[src/rtl/acq_pkg.sv]
// Shared types and default widths for the SPI acquisition sequencer.
package acq_pkg;

  localparam int unsigned ACQ_DATA_W = 16;
  localparam int unsigned ACQ_CNT_W  = 8;
  localparam int unsigned ACQ_TMR_W  = 6;

  typedef enum logic [1:0] {
    ST_IDLE      = 2'd0,
    ST_WAIT_TICK = 2'd1,
    ST_WAIT_DONE = 2'd2,
    ST_FINISH    = 2'd3
  } acq_state_e;

endpackage : acq_pkg

[src/rtl/spi_acq_ctrl.sv]
// Acquisition sequencer: enables the period timer, launches one SPI
// conversion per timer tick, collects nsamp words, flags overruns.
// Optional burst accumulator (sum_o) is built when ACQ_ACCUM_EN is defined.
module spi_acq_ctrl
  import acq_pkg::*;
#(
  parameter int unsigned Width     = ACQ_TMR_W,
  parameter int unsigned DataWidth = ACQ_DATA_W,
  parameter int unsigned CntWidth  = ACQ_CNT_W
) (
  input  logic                          clk_i,
  input  logic                          rst_i,
  input  logic                          start_i,
  input  logic                          abort_i,
  input  logic [CntWidth-1:0]           nsamp_i,
  input  logic [Width-1:0]              period_i,
  input  logic                          tick_i,
  output logic                          tmr_en_o,
  output logic [Width-1:0]              tmr_kmax_o,
  output logic                          spi_start_o,
  input  logic                          spi_done_i,
  input  logic [DataWidth-1:0]          spi_data_i,
  output logic [DataWidth-1:0]          data_o,
  output logic                          data_valid_o,
  output logic                          busy_o,
  output logic                          done_o,
  output logic                          ovr_o
`ifdef ACQ_ACCUM_EN
  ,
  output logic [DataWidth+CntWidth-1:0] sum_o
`endif
);

  acq_state_e           state_q, state_d;
  logic [CntWidth-1:0]  cnt_q, cnt_d;
  logic [CntWidth-1:0]  nsamp_q, nsamp_d;
  logic [CntWidth-1:0]  cnt_inc;
  logic                 en_q, en_d;
  logic [Width-1:0]     kmax_q, kmax_d;
  logic                 spi_start_q, spi_start_d;
  logic [DataWidth-1:0] data_q, data_d;
  logic                 valid_q, valid_d;
  logic                 busy_q, busy_d;
  logic                 done_q, done_d;
  logic                 ovr_q, ovr_d;
`ifdef ACQ_ACCUM_EN
  logic [DataWidth+CntWidth-1:0] sum_q, sum_d;
`endif

  // State register and all registered outputs.
  always_ff @(posedge clk_i or negedge rst_i) begin
    if (!rst_i) begin
      state_q     <= ST_IDLE;
      cnt_q       <= '0;
      nsamp_q     <= '0;
      en_q        <= 1'b0;
      kmax_q      <= '0;
      spi_start_q <= 1'b0;
      data_q      <= '0;
      valid_q     <= 1'b0;
      busy_q      <= 1'b0;
      done_q      <= 1'b0;
      ovr_q       <= 1'b0;
`ifdef ACQ_ACCUM_EN
      sum_q       <= '0;
`endif
    end else begin
      state_q     <= state_d;
      cnt_q       <= cnt_d;
      nsamp_q     <= nsamp_d;
      en_q        <= en_d;
      kmax_q      <= kmax_d;
      spi_start_q <= spi_start_d;
      data_q      <= data_d;
      valid_q     <= valid_d;
      busy_q      <= busy_d;
      done_q      <= done_d;
      ovr_q       <= ovr_d;
`ifdef ACQ_ACCUM_EN
      sum_q       <= sum_d;
`endif
    end
  end

  // Next-state and next-output logic; abort overrides every other event.
  always_comb begin
    state_d     = state_q;
    cnt_d       = cnt_q;
    nsamp_d     = nsamp_q;
    en_d        = en_q;
    kmax_d      = kmax_q;
    spi_start_d = 1'b0;
    data_d      = data_q;
    valid_d     = 1'b0;
    busy_d      = busy_q;
    done_d      = 1'b0;
    ovr_d       = ovr_q;
    cnt_inc     = cnt_q + CntWidth'(1);
`ifdef ACQ_ACCUM_EN
    sum_d       = sum_q;
`endif

    if (abort_i && (state_q != ST_IDLE)) begin
      state_d = ST_IDLE;
      en_d    = 1'b0;
      busy_d  = 1'b0;
    end else begin
      unique case (state_q)
        ST_IDLE: begin
          if (start_i) begin
            cnt_d = '0;
            ovr_d = 1'b0;
`ifdef ACQ_ACCUM_EN
            sum_d = '0;
`endif
            if (nsamp_i != '0) begin
              nsamp_d = nsamp_i;
              kmax_d  = period_i;
              en_d    = 1'b1;
              busy_d  = 1'b1;
              state_d = ST_WAIT_TICK;
            end else begin
              state_d = ST_FINISH;
            end
          end
        end
        ST_WAIT_TICK: begin
          if (tick_i) begin
            spi_start_d = 1'b1;
            state_d     = ST_WAIT_DONE;
          end
        end
        ST_WAIT_DONE: begin
          // A tick while a conversion is outstanding is dropped, not queued.
          if (tick_i) begin
            ovr_d = 1'b1;
          end
          if (spi_done_i) begin
            data_d  = spi_data_i;
            valid_d = 1'b1;
            cnt_d   = cnt_inc;
`ifdef ACQ_ACCUM_EN
            sum_d   = sum_q + {{CntWidth{1'b0}}, spi_data_i};
`endif
            state_d = (cnt_inc == nsamp_q) ? ST_FINISH : ST_WAIT_TICK;
          end
        end
        ST_FINISH: begin
          en_d    = 1'b0;
          busy_d  = 1'b0;
          done_d  = 1'b1;
          state_d = ST_IDLE;
        end
        default: state_d = ST_IDLE;
      endcase
    end
  end

  assign tmr_en_o     = en_q;
  assign tmr_kmax_o   = kmax_q;
  assign spi_start_o  = spi_start_q;
  assign data_o       = data_q;
  assign data_valid_o = valid_q;
  assign busy_o       = busy_q;
  assign done_o       = done_q;
  assign ovr_o        = ovr_q;
`ifdef ACQ_ACCUM_EN
  assign sum_o        = sum_q;
`endif

endmodule : spi_acq_ctrl
[config.mk]
export PLATFORM = sky130hd
export DESIGN_NAME = spi_acq_ctrl
export DESIGN_NICKNAME = d
export VERILOG_FILES = /design/src/rtl/acq_pkg.sv /design/src/rtl/spi_acq_ctrl.sv
export SDC_FILE = /design/constraint.sdc
export NUM_CORES = 1
export LEC_CHECK = 0
export ABC_AREA = 1
export CAP_MARGIN = 30
export CORE_UTILIZATION = 44
export CTS_BUF_LIST = sky130_fd_sc_hd__clkbuf_2
export CTS_CLUSTER_DIAMETER = 100
export DETAILED_ROUTE_END_ITERATION = 10
export PLACE_DENSITY = 0.78
export SLEW_MARGIN = 20
export SYNTH_ARGS = -nofsm -noshare
export SYNTH_HDL_FRONTEND = slang
export SYNTH_SLANG_ARGS = --single-unit
[constraint.sdc]
create_clock -name clk_i -period 1.65 [get_ports clk_i]
set_clock_uncertainty 0.15 [all_clocks]
set_input_delay 0.33 -clock clk_i [delete_from_list [all_inputs] [get_ports clk_i]]
set_output_delay 0.33 -clock clk_i [all_outputs]
set_load 0.005 [all_outputs]
Yosys cells after proc, flatten, opt, wreduce, memory -nomap -nowiden
Index checks and enable logic that the tools add are counted.

word-level totals
  register bits after elaboration = 45
  bits of input ports = 36
  output and inout port bits = 28

operators by class
  add/subtract/negate cells = 1
  equality and inequality tests = 11
  muxes and demuxes = 25
  bitwise gates (word level) = 1
  reduce and logical (&&, ||, !) cells = 12

operator list
  kind                                            count
  two-way mux 8 bit                               2
  case mux 8 bit (2 select lines)                 1
  two-way mux 1 bit                               13
  two-way mux 2 bit                               6
  inequality test 3 bit (second input constant)   4
  AND reduction 4 bit                             3
  AND reduction 3 bit                             3
  adder 8 x 1 -> 8 bit (second input constant)    1
  == test 8 bit                                   1
  case mux 2 bit (4 select lines)                 1
  nonzero test 8 bit                              1
  inequality test 2 bit (second input constant)   3
  == test 2 bit (second input constant)           2
  case mux 1 bit (2 select lines)                 2
  nonzero test 2 bit                              2
  nonzero test 3 bit                              1
  == test 2 x 1 -> 1 bit (second input constant)  1
  zero test 2 bit                                 1
  logical AND 1 bit                               1
  inverter 1 bit                                  1

Longest topological paths before layout
  word-level depth = 6
  depth in mapped cells = 13
  depth with buffers taken out = 13

Least setup slack after synthesis
OpenSTA, ideal clock, no wires.

  path type = reg2reg
  start = register state_q[1]
  end = register cnt_q[6]
  setup time = 0.074 ns
  arrival time = 1.344 ns
  data required time = 1.426 ns
  setup slack = 0.082 ns
  stages on the path, launching flop included = 12
  buffers on the path = 2
  cell sequence = dfrtp_1 -> buf_6 -> nor2_2 -> nor2_1 -> nor2_2 -> nand2_4 -> inv_6 -> nand2_4 -> inv_2 -> buf_6 -> nand3_2 -> o21ai_2

between the ends
  cells in the longest elaborated chain, start to end = 4
  elaborated cells between the ends (all ways) = 10
  those cells by class = 3 x eq/ne; 1 x mux; 1 x bitwise; 5 x reduce/logical

RTL lines
  element                                                                      line                text
  start: declaration                                                           spi_acq_ctrl.sv:34  acq_state_e state_q, state_d;
  start signal: assignment                                                     spi_acq_ctrl.sv:68  state_q <= state_d;
  parallel branches: the longest is 4 deep, another holds AND reduction 4 bit  n/a
  end signal: assignment                                                       spi_acq_ctrl.sv:69  cnt_q <= cnt_d;
  end: declaration                                                             spi_acq_ctrl.sv:35  logic [CntWidth-1:0] cnt_q, cnt_d;

Several ways; the timed one is not identified.
A chain may end at the register's enable or synchronous reset.

Worst setup path after layout
  start = register cnt_q[0]
  end = register state_q[1]

between the ends
  cells in the longest elaborated chain, start to end = 6

RTL lines
  element                          line                 text
  adder 8 x 1 -> 8 bit             spi_acq_ctrl.sv:98   cnt_inc = cnt_q + CntWidth'(1);
  == test 8 bit                    spi_acq_ctrl.sv:145  state_d = (cnt_inc == nsamp_q) ? ST_FINISH : ST_WAIT_TICK;
  two-way mux 2 bit                spi_acq_ctrl.sv:145
  two-way mux 2 bit                spi_acq_ctrl.sv:138  if (spi_done_i) begin
  case mux 2 bit (4 select lines)  spi_acq_ctrl.sv:108  unique case (state_q)
  two-way mux 2 bit                spi_acq_ctrl.sv:103  if (abort_i && (state_q != ST_IDLE)) begin

No other way between the ends. The select of a mux whose other input is x is not followed.

==> qor.csv <==
stage,metric,value,unit
power_and_ir_drop,pwr/cell area,1420,nW/um^2
place,IO Port Bufs,63,
logic_synthesis,#FFs+latches synth,45,
setup_path,worst setup path endpoint,state_q[1],
global_route,Top Usage Layer GRT,met2,
power_and_ir_drop,Overall Power,0.00479,W
route,DR iter-0 viols,141,
logic_synthesis,top post-synthesis cells by area,"dfrtp_1, nand2_1, nand3_1",
layout,"commonest non-fill, non-tap cell in the layout",nand2_1,
status,status,finished with violations,
setup_path,WS Path Type,reg2reg,
power_and_ir_drop,peak supply drop,0.000822,V
global_route,first-pass GRT wire length,8830,um
clock_tree,clock latency on the worst-skew pair,0.42,ns
layout,multi-input logic area,950,sq um
global_route,largest net degree at the start of global routing,30,
route,Routed WL,5770,um
setup_path,reg2reg start,cnt_q[0],
route,DR pass1 iterations,4,
floorplanning,chip height,72.0,um
route,Avg WL per Cell,13.0,um
logic_synthesis,cell area after synthesis,2160,sq um
layout,# diodes,0,
run,# Max-Cap Violations,0,
global_route,met2 usage,38.4,%
layout,fraction of layout cells with a size suffix above 1,25.5,%
clock_tree,CTS Root Cell,clkbuf_2,
setup_path,cell family with most CP delay,simple AND/OR/NAND/NOR gates,
clock_tree,clk buf depth,2,
logic_synthesis,syn avg cell area,8.08,sq um
layout,most frequent cells in the layout,"nand2_1, dfrtp_1, buf_4",
layout,filler instances,349,
clock_tree,CTS tree,yes,
global_route,vias in the first global route,2014,
floorplanning,die area,5190,sq um
setup_path,crit path launch type,register,
global_route,GRT Residual Overflow,0,
setup_path,Worst path depth,12,
setup_path,Worst path max stage delay,0.48,ns
layout,register area,1130,sq um
setup_path,CP cell instances,ha_4 > inv_4 > nor2_1 > nor2_1 > nand3_1 > nor2_1 > nand3_1 > nor2_1 > nand2_1 > nand2_1 > nand2_1 > nand2_1,
timing,final worst path period share,106,%
place,gpl congestion,0.848,
timing,crit path time final,1.74,ns
route,Remaining DRCs,0,
logic_synthesis,Yosys cell types,24,
layout,synthesis-to-layout area growth,56.0,%
setup_path,R2R Path End,state_q[1],
clock_tree,number of CTS-inserted buffers,5,
setup_path,Worst EP required,1.87,ns
clock_tree,"Clk pin slew, worst setup/hold paths",0.24,ns
timing,Pins Over Slew Limit,0,
clock_tree,Clock Sinks,45,
setup_path,Setup crit end kind,register,
logic_synthesis,Synth warnings,0,
layout,Final nets,412,
global_route,initial antenna violation count,0,
timing,fmax,574,MHz
floorplanning,# IOs,64,
route,number of vias per cell,4.76,
setup_path,worst-path fanout max,3,
logic_synthesis,syn nets,304,
floorplanning,Placeable Area,4720,sq um
global_route,met3 usage,5.00,%
logic_synthesis,Mapped Cells,267,
floorplanning,# rows,25,
timing,final hold vios,0,
setup_path,CP Launch Point,cnt_q[0],
layout,post-route insts no fill,443,
floorplanning,Initial Util,45.7,%
logic_synthesis,Yosys top cell by area,dfrtp_1,
timing,RSZ-0062 raised after global routing,true,
setup_path,crit path DAT,1.96,ns
route,Post-DRT Antenna Nets,0,
timing,final setup fails,6,
logic_synthesis,post-synth top area share,52.2,%
clock_tree,H-Tree Depth,2,
place,Place WS,-0.421,ns
route,vias,2109,
place,DP HPWL,3790,um
status,failing checks,negative setup slack,
global_route,All-Layer GR Usage,22.0,%
power_and_ir_drop,Lkg Pwr,1.72,nW
floorplanning,Die Wd,72.0,um
timing,fin worst setup slack,-0.0922,ns
place,# placed instances,415,
setup_path,"Slowest-stage cell, CP",dfrtp_1,
timing,post-route setup TNS,-0.137,ns
setup_path,R2R setup slack,-0.09,ns
logic_synthesis,"Seq/Total Area, Yosys",52.2,%
setup_path,worst reg2reg path depth,12,
global_route,GR Util met1,26.3,%
timing,Slew @ Worst Pin,0.407,ns
timing,Slew HR,72.9,%
hold_path,worst min-delay path class,in2async,
setup_path,CP bufs+invs,1,
## cells by family after synthesis
| group | synth area share, % |
|---|---|
| and+or+nand+nor | 33.5 |
| DFF | 52.2 |
| buffers and inverters | 8.47 |
| AOI/OAI and AO/OA | 4.87 |
| xor gates and xnor gates | 0.406 |
| adders and majority gates | 0.580 |
## state kept, by name, summed over array words and instances, names as in the netlist
| signal | cells |
|---|---|
| nsamp_q | 8 |
| tmr_kmax_o | 6 |
| data_o | 16 |
| spi_start_o | 1 |
| cnt_q | 8 |
| data_valid_o | 1 |
| state_q | 2 |
| done_o | 1 |
| busy_o | 1 |
| ovr_o | 1 |
## timing repair
item | in CTS | in global routing
pin swaps | 12 | 15
gates resized for setup | 52 | 40
hold buffers | 1 | 0
setup buffers | 10 | 8
endpoints found under the hold margin | 45 | 0
gates cloned | 0 | 1
endpoints found under the setup margin | 49 | 56
## synth_stat cells (all sizes together)
cell type,count
nor4,3
nand3b,2
clkbuf,5
buf,6
nand3,34
a21oi,8
nor3,1
inv,25
o21ai,7
xor2,1
ha,1
nor2,20
dfrtp,45
o22ai,3
nand2,106
## routing by layer
layer | routed length [um] | part of all wire, %
met1 | 2320 | 40
met2 | 3080 | 53
met3 | 279 | 4.8
met4 | 102 | 1.8
met5 | 0 | 0
## worst reg2reg max path, delay by kind of cell, from the launching register on
kind | cells | cell delay [ns]
fa+ha+maj | 1 | 0.26
flops | 1 | 0.48
simple gates | 10 | 0.78
buf+inv | 1 | 0.06
## how the worst min path moves through the flow
stage | end | slack (ns) | depth (start not counted)
2_1_floorplan | busy_o | -0.12 | 0
3_3_place_gp | data_o[14] | 0.13 | 1
3_5_place_dp | data_o[14] | 0.13 | 1
4_1_cts | data_o[9] | 0.17 | 2
5_1_grt | data_o[12] | 0.18 | 2
6_report | data_o[0] | 0.17 | 2
## through the flow
step,cell area (sq um),hold slack (ns),util (%)
3_5_place_dp,3030,0.130,64.1
5_1_grt,3360,0.178,71.2
2_1_floorplan,2160,-0.116,-
3_3_place_gp,3030,0.129,64.1
4_1_cts,3190,0.168,67.6
6_report,3360,0.171,71.2
## where the power goes
part,switching (W),internal (W)
sequential,0.000276,0.00152
combinational,0.00121,0.00133
clock,0.000364,0.0000989
## layout make-up
cell class | instances | area share, %
multi-input combinational | 186 | 28.2
timing repair buffer | 112 | 31.2
tap | 67 | 2.49
clock buffer | 5 | 0.744
sequential | 45 | 33.5
inverter | 25 | 3.24
clock inverter | 3 | 0.521
No activity file was read; power rests on OpenSTA's default activity.
